==> src/rtl/mzsync_gen.sv <==
// mzsync_gen: regenerates composite-monitor nHSYNC/nVSYNC from the
// MZ-80B nHBLANK/nVBLANK pair, with a prescaled delay and pulse width.
// Ports:
//   CLK          50 MHz system clock
//   RST          synchronous active-high reset
//   nHBLANK      horizontal blank in, active low, asynchronous
//   nVBLANK      vertical blank in, active low, asynchronous
//   nHSYNC       regenerated horizontal sync, active low, registered
//   nVSYNC       regenerated vertical sync, active low, registered
//   FIELD        toggles on every nVSYNC falling edge
//   LOST         sticky: trigger arrived while its channel was busy
//   LOSTCLR      synchronous clear for LOST (a coincident set wins)
module mzsync_gen #(
    parameter int PRESCALE  = 16,
    parameter int CNT_W     = 13,
    parameter int HSYNC_ON  = 25,
    parameter int HSYNC_OFF = 40,
    parameter int VSYNC_ON  = 3437,
    parameter int VSYNC_OFF = 6562
) (
    input  logic CLK,
    input  logic RST,
    input  logic nHBLANK,
    input  logic nVBLANK,
    output logic nHSYNC,
    output logic nVSYNC,
    output logic FIELD,
    output logic LOST,
    input  logic LOSTCLR
);

    localparam int PW = (PRESCALE > 1) ? $clog2(PRESCALE) : 1;
    localparam logic [PW-1:0] PRE_LAST = PW'(PRESCALE - 1);

    // cnt increments on the tick itself, so the tick that lands on
    // ON*PRESCALE clocks after the trigger sees cnt == ON-1.
    localparam logic [CNT_W-1:0] H_ON_LAST  = CNT_W'(HSYNC_ON - 1);
    localparam logic [CNT_W-1:0] H_OFF_LAST = CNT_W'(HSYNC_OFF - 1);
    localparam logic [CNT_W-1:0] V_ON_LAST  = CNT_W'(VSYNC_ON - 1);
    localparam logic [CNT_W-1:0] V_OFF_LAST = CNT_W'(VSYNC_OFF - 1);

    localparam logic [1:0] ST_IDLE  = 2'd0;
    localparam logic [1:0] ST_DELAY = 2'd1;
    localparam logic [1:0] ST_PULSE = 2'd2;

    // Channel index 0 is H, 1 is V.
    logic [1:0]       blank_n;
    logic [1:0]       meta_q, meta_d;
    logic [1:0]       s_q, s_d;
    logic [1:0]       fill_q, fill_d;
    logic [1:0]       prev_q, prev_d;
    logic [1:0]       armed_q, armed_d;
    logic [1:0]       nsync_q, nsync_d;
    logic [1:0]       state_q [2];
    logic [1:0]       state_d [2];
    logic [PW-1:0]    pre_q [2];
    logic [PW-1:0]    pre_d [2];
    logic [CNT_W-1:0] cnt_q [2];
    logic [CNT_W-1:0] cnt_d [2];
    logic [CNT_W-1:0] on_last [2];
    logic [CNT_W-1:0] off_last [2];
    logic             field_q, field_d;
    logic             lost_q, lost_d;
    logic [1:0]       trig;
    logic [1:0]       late;
    logic [1:0]       fall;

    assign blank_n     = {nVBLANK, nHBLANK};
    assign on_last[0]  = H_ON_LAST;
    assign on_last[1]  = V_ON_LAST;
    assign off_last[0] = H_OFF_LAST;
    assign off_last[1] = V_OFF_LAST;

    always_comb begin
        meta_d  = blank_n;
        s_d     = meta_q;
        prev_d  = s_q;
        // fill_q[1] marks s_q as carrying real input rather than the
        // reset value, so a blank held low through reset never arms.
        fill_d  = {fill_q[0], 1'b1};
        armed_d = armed_q | (s_q & {2{fill_q[1]}});
        trig    = armed_q & prev_q & ~s_q;
        nsync_d = nsync_q;
        late    = 2'b00;
        fall    = 2'b00;
        for (int c = 0; c < 2; c++) begin
            state_d[c] = state_q[c];
            pre_d[c]   = pre_q[c];
            cnt_d[c]   = cnt_q[c];
            case (state_q[c])
                ST_IDLE: begin
                    if (trig[c]) begin
                        state_d[c] = ST_DELAY;
                        pre_d[c]   = '0;
                        cnt_d[c]   = '0;
                    end
                end
                ST_DELAY, ST_PULSE: begin
                    late[c] = trig[c];
                    if (pre_q[c] != PRE_LAST) begin
                        pre_d[c] = pre_q[c] + PW'(1);
                    end else begin
                        pre_d[c] = '0;
                        cnt_d[c] = cnt_q[c] + CNT_W'(1);
                        if (state_q[c] == ST_DELAY &&
                            cnt_q[c] == on_last[c]) begin
                            state_d[c] = ST_PULSE;
                            nsync_d[c] = 1'b0;
                            fall[c]    = 1'b1;
                        end else if (state_q[c] == ST_PULSE &&
                                     cnt_q[c] == off_last[c]) begin
                            state_d[c] = ST_IDLE;
                            nsync_d[c] = 1'b1;
                            cnt_d[c]   = '0;
                        end
                    end
                end
                default: begin
                    state_d[c] = ST_IDLE;
                    nsync_d[c] = 1'b1;
                    pre_d[c]   = '0;
                    cnt_d[c]   = '0;
                end
            endcase
        end
        field_d = field_q ^ fall[1];
        lost_d  = (lost_q & ~LOSTCLR) | (|late);
    end

    always_ff @(posedge CLK) begin
        if (RST) begin
            meta_q  <= 2'b11;
            s_q     <= 2'b11;
            prev_q  <= 2'b11;
            fill_q  <= 2'b00;
            armed_q <= 2'b00;
            nsync_q <= 2'b11;
            field_q <= 1'b0;
            lost_q  <= 1'b0;
            for (int c = 0; c < 2; c++) begin
                state_q[c] <= ST_IDLE;
                pre_q[c]   <= '0;
                cnt_q[c]   <= '0;
            end
        end else begin
            meta_q  <= meta_d;
            s_q     <= s_d;
            prev_q  <= prev_d;
            fill_q  <= fill_d;
            armed_q <= armed_d;
            nsync_q <= nsync_d;
            field_q <= field_d;
            lost_q  <= lost_d;
            for (int c = 0; c < 2; c++) begin
                state_q[c] <= state_d[c];
                pre_q[c]   <= pre_d[c];
                cnt_q[c]   <= cnt_d[c];
            end
        end
    end

    assign nHSYNC = nsync_q[0];
    assign nVSYNC = nsync_q[1];
    assign FIELD  = field_q;
    assign LOST   = lost_q;

endmodule

==> config.mk <==
export PLATFORM = sky130hd
export DESIGN_NAME = mzsync_gen
export DESIGN_NICKNAME = d
export VERILOG_FILES = /design/src/rtl/mzsync_gen.sv
export SDC_FILE = /design/constraint.sdc
export NUM_CORES = 1
export LEC_CHECK = 0
export CORE_UTILIZATION = 51
export CTS_BUF_LIST = sky130_fd_sc_hd__clkbuf_2
export DETAILED_ROUTE_END_ITERATION = 10
export MAX_ROUTING_LAYER = met4
export PLACE_DENSITY_LB_ADDON = 0.15
export REMOVE_ABC_BUFFERS = 1
export SLEW_MARGIN = 20
export SYNTH_ARGS = -nofsm -noshare
export SYNTH_HDL_FRONTEND = slang
export SYNTH_SLANG_ARGS = --single-unit
==> constraint.sdc <==
create_clock -name CLK -period 3.4 [get_ports CLK]
set_input_delay 0.51 -clock CLK [delete_from_list [all_inputs] [get_ports CLK]]
set_output_delay 0.51 -clock CLK [all_outputs]
set_load 0.02 [all_outputs]
==> impl_metrics.ini, run 1 <==
[global_routing]
grt_pass1_wl_um = 8811
grt_max_degree = 29
grt_pass1_vias = 1923
antenna_found_initial = 0
grt_usage_pct = 21.45
gr-total-overflow = 0

[setup_path]
crit_chain = inv_1, ha_1, nand4_1, or3_4, or3_1, a31oi_1
arrival_ns = 2.70
cpPeakStageDelay_ns = 0.54
crit_path_start_kind = register
crit_type = register to register
worstPathRequired_ns = 3.80
endpoint_kind = register
critPathMaxFanout = 13
r2r_slack_ns = 1.10
cpMaxStageDelayCell = ha_1

[routing]
vias = 2153
via_per_inst = 5.651
drt_pass1_iterations = 5
drtIter0Drc = 87
drtAntennaViolNets = 0
routed_wl_um = 5250
routedWlPerCell_um = 13.78
drc = 0

[cells_and_area]
drive_gt1_share_pct = 8.917
fillers = 484
multi_input_area_um2 = 1526
areaGrowthSynthToFinish_pct = 5.951
instances_no_fill = 381
fin_nets = 334
n_antenna_cell = 0
ff_latch_area_um2 = 1041

[sta]
layout_setup_ws_ns = 1.103
period_needed_ns = 2.297
worst_pin_slew_ns = 0.7535
hold_violations = 0
slew_headroom_pct = 49.76
rsz0062_at_grt = false
post-route-period-util_pct = 67.57
clock_skew_ns = 0.02103
slew_violations = 0
tns_ns = 0
fmax_ghz = 0.4353
setup_viol_count_final = 0

[floorplanning]
die_h_um = 74.36
rows = 25
boundaryPins = 9
initial_core_util_pct = 54.72
core-area_um2 = 4880
die_x_um = 74.36
die_area_um2 = 5529

[yosys]
ys_seq_area_share_pct = 38.99
synthCells = 310
synth_commonest_cells = dfxtp_1, nor2_1, a21oi_1, nand3_1, nand2_1
avgSynthCellArea_um2 = 8.613
synth-seq-cells = 52
synth_edf_count = 0
synthMostInstantiatedCell = dfxtp_1
synth_top_area_cell = dfxtp_1
ys_warn_count = 0
synthArstFlopShare_pct = 0
ys_types = 52
synth_area_leaders = dfxtp_1, ha_1, a21oi_1, nor2_1, nand3_1
ys.flop_type = dfxtp_1
synth_top_area_share_pct = 38.99
syn_area_um2 = 2670

[clock_network]
cts_inserted_buffers = 5
postCtsSetupBuffers = 0
cts.path.max_buffers = 2
cts_resized = 0
cts_tree = built
cts-root-buf = clkbuf_2
cts_hold_buffers = 0
cts.sinks = 52
clock_latency_ns = 0.44
htree_levels = 2
clk_pin_slew_ns = 0.26

[power_and_ir_drop]
total_power_w = 0.001083
power.leakage_nw = 0.9960
power.switching_w = 0.0003346
p_comb_share_pct = 18.0
switching_share_pct = 30.90
ir_worst_vdd_mv = 0.2184
pwr-share-clk_pct = 22.9
power.density_nw_per_um2 = 382.8
p_int_w = 0.0007483
power_frac_seq_pct = 59.2

[placement]
place_inst = 373
place_congestion = 0.8207
place_ws_ns = 1.135
port_buffers = 8
hpwl_um = 3649

[outcome]
status = finished, final reports clean

[min_path]
hold_path.class = register to register

[job]
maxCapViolations = 0
final cells by class:
type,instances,share of cell area (%)
inverter,11,1.460
clock buffer,6,1.061
timing repair buffer,10,3.361
clock inverter,2,0.3981
multi-input combinational,233,53.96
sequential,52,36.80
tap,67,2.963
worst max-delay path: cells and delay by family, from the launching register on:
family / cells / cell delay, ns
fa+ha+maj: 1 / 0.54
simple gates: 3 / 1.04
buf+inv: 1 / 0.10
flops: 1 / 0.44
compound gates: 1 / 0.15
logic make-up after synthesis:
logic type | synth area share, %
compound gates | 14.39
xor+xnor | 3.936
fa+ha+maj | 7.498
buf+inv | 3.843
flops | 38.99
mux | 0.3749
simple gates | 30.97
path summary, 6_finish.rpt:
path | cells after the start | endpoint | from
worst max-delay path | 6 | cnt_q[0][16] | state_q[0][3]
worst min-delay path | 1 | prev_d[1] | meta_q[1]
worst max register to register | 6 | cnt_q[0][16] | state_q[0][3]
worst min register to register | 1 | prev_d[1] | meta_q[1]
flip-flops by register name (all words and copies together), names as in the netlist, 2 cells and up:
signal,count
state_q,4
nsync_q,2
pre_q,8
fill_q,2
prev_q,2
prev_d,2
meta_q,2
cnt_q,26
armed_q,2
power by group through the flow:
stage	clock network [W]	logic, W	registers [W]
after floorplan	0	0.000134	0.000652
after global placement	0	0.000191	0.000651
after detailed placement	0	0.000194	0.000652
after CTS	0.000257	0.000195	0.000641
after global routing	0.000279	0.000219	0.000645
final	0.000248	0.000195	0.000641
cell usage in the layout (no fill, tap or decap), drive strengths merged, types with 9 or more instances in the layout:
| cell type | netlist | final |
|---|---|---|
| dfxtp | 52 | 52 |
| nor2 | 31 | 31 |
| a21oi | 26 | 26 |
| nand3 | 23 | 23 |
| nand2 | 19 | 19 |
| ha | 16 | 16 |
| o21ai | 16 | 16 |
| inv | 11 | 11 |
| nand4 | 11 | 11 |
| xor2 | 10 | 10 |
| or3 | 9 | 9 |
through the flow:
stage	util (%)	instance area [um2]	hold slack, ns
finish	57.97	2829	0.4607
detailed placement	57.13	2788	0.4089
global route	57.97	2829	0.4894
floorplan	-	2609	0.3895
CTS	57.97	2829	0.4705
global placement	57.13	2788	0.4088
routing by layer:
| layer | GRT usage, % | wire [um] |
|---|---|---|
| met1 | 29.63 | 2819 |
| met2 | 31.52 | 2214 |
| met3 | 4.065 | 146 |
| met4 | 6.918 | 70 |
| met5 | - | 0 |
(Power assumes the default switching activity.)
==> run 2, diff against run 1 <==
==> constraint.sdc (replaced) <==
create_clock -name CLK -period 2 [get_ports CLK]
set_input_delay 0.3 -clock CLK [delete_from_list [all_inputs] [get_ports CLK]]
set_output_delay 0.3 -clock CLK [all_outputs]
set_load 0.02 [all_outputs]
==> impl_metrics.ini, run 2 (synthesized netlist as in run 1, its figures left out) <==
[outcome]
status = finished, final reports clean

[setup_path]
cpPeakStageDelay_ns = 0.42
arrival_ns = 2.29
worstPathRequired_ns = 2.39
endpoint_kind = register
crit_chain = inv_1, ha_1, nand4_1, or3_4, or3_1, a31oi_1
crit_type = register to register
crit_path_start_kind = register
cpMaxStageDelayCell = dfxtp_2
critPathMaxFanout = 6

[cells_and_area]
largest_reg_flops = 26
top_regs = cnt_q (26), pre_q (8), state_q (4)
areaGrowthSynthToFinish_pct = 13.59
ff_latch_area_um2 = 1044
n_antenna_cell = 0
drive_gt1_share_pct = 14.50
fin_nets = 351
final_util_pct = 62.15
fillers = 451
final_cell_mix = dfxtp_1, nor2_1, a21oi_1
final_area_um2 = 3033
multi_input_area_um2 = 1526
layout_commonest_cell = dfxtp_1
regMostFlops = cnt_q

[floorplanning]
core-area_um2 = 4880
boundaryPins = 9
die_area_um2 = 5529
initial_core_util_pct = 54.72
die_h_um = 74.36
rows = 25
die_x_um = 74.36

[sta]
post-route-period-util_pct = 95.16
slew_violations = 0
fmax_ghz = 0.5254
period_needed_ns = 1.903
rsz0062_at_grt = true
clock_skew_ns = 0.02134
setup_viol_count_final = 0
slew_headroom_pct = 67.82
worst_pin_slew_ns = 0.4787
hold_violations = 0

[global_routing]
grt_usage_pct = 22.00
grt_max_degree = 17
gr-total-overflow = 0
grt_pass1_vias = 2072
grt_pass1_wl_um = 9108
antenna_found_initial = 0

[clock_network]
htree_levels = 2
cts_hold_buffers = 0
cts.sinks = 52
cts-root-buf = clkbuf_2
cts_tree = built
cts_inserted_buffers = 5
cts.path.max_buffers = 2
clk_pin_slew_ns = 0.26
clock_latency_ns = 0.45

[routing]
routed_wl_um = 5349
vias = 2229
drtIter0Drc = 125
drc = 0
drtAntennaViolNets = 0
via_per_inst = 5.601
drt_pass1_iterations = 4
routedWlPerCell_um = 13.44

[power_and_ir_drop]
p_comb_share_pct = 17.3
total_power_w = 0.002278
power.leakage_nw = 1.117
ir_worst_vdd_mv = 0.5626
power.switching_w = 0.0005799
switching_share_pct = 25.45
power_frac_seq_pct = 47.8
pwr-share-clk_pct = 34.9
p_int_w = 0.001698
power.density_nw_per_um2 = 751.2

[min_path]
hold_path.class = input pin to register

[job]
maxCapViolations = 0

[placement]
hpwl_um = 3898
place_congestion = 0.8736
port_buffers = 8
place_area_um2 = 2908
## run 2: metrics by stage
step,setup slack [ns],std cells,TNS [ns],hold WS [ns]
finish,0.09685,398,0,0.3986
global route,-0.01524,398,-0.03307,0.3627
CTS,0.06588,397,0,0.3873
detailed placement,0.1193,389,0,0.4041
global placement,0.1473,389,0,0.4031
floorplan,-0.07528,296,-0.1091,0.3691
## run 2: path summary, 6_finish.rpt
check | end | slack, ns | startpoint | cells past startpoint
min reg2reg | prev_d[1] | 0.45 | meta_q[1] | 1
max reg2reg | cnt_q[0][16] | 0.1 | state_q[0][2] | 6
min | meta_q[1] | 0.40 | nVBLANK | 2
max | cnt_q[0][16] | 0.1 | state_q[0][2] | 6
## run 2: per-layer routing
metal  global-route usage, %  vias to the layer above  share of wire (%)  wire length (um)
li1                        -                     1147                  -                 -
met1                   29.07                     1041                 51              2753
met2                   33.64                       36                 44              2362
met3                   4.336                        5                3.6               193
met4                   7.338                        0               0.75                40
met5                       -                        -                  0                 0
## run 2: repair_timing
item | in CTS | in global routing
buffers inserted | 0 | 1
endpoints found under the setup margin | 0 | 7
gates resized for setup | 0 | 3
## run 2: cell type report
| cell class | count | share of cell area (%) |
|---|---|---|
| clock buffers | 5 | 0.8251 |
| clock inverters | 3 | 2.970 |
| inverters | 11 | 1.361 |
| multi-input cells | 233 | 50.33 |
| flip-flops and latches | 52 | 34.41 |
| well taps | 67 | 2.764 |
| repair buffers | 27 | 7.343 |
## run 2: critical path: cells and delay by family (launching register included)
family	cells	cell delay, ns
AND/OR/NAND/NOR	3	0.85
AO/OA/AOI/OAI	1	0.16
flip-flops	1	0.42
buffers and inverters	1	0.08
adder cells (fa/ha/maj)	1	0.35
## run 2: power groups by stage
stage          sequential (W)  clock, W  combinational (W)
5_1_grt               0.00110  0.000855           0.000439
3_5_place_dp          0.00111         0           0.000384
4_1_cts               0.00109  0.000814           0.000389
3_3_place_gp          0.00111         0           0.000382
6_report              0.00109  0.000795           0.000394
2_1_floorplan         0.00111         0           0.000228
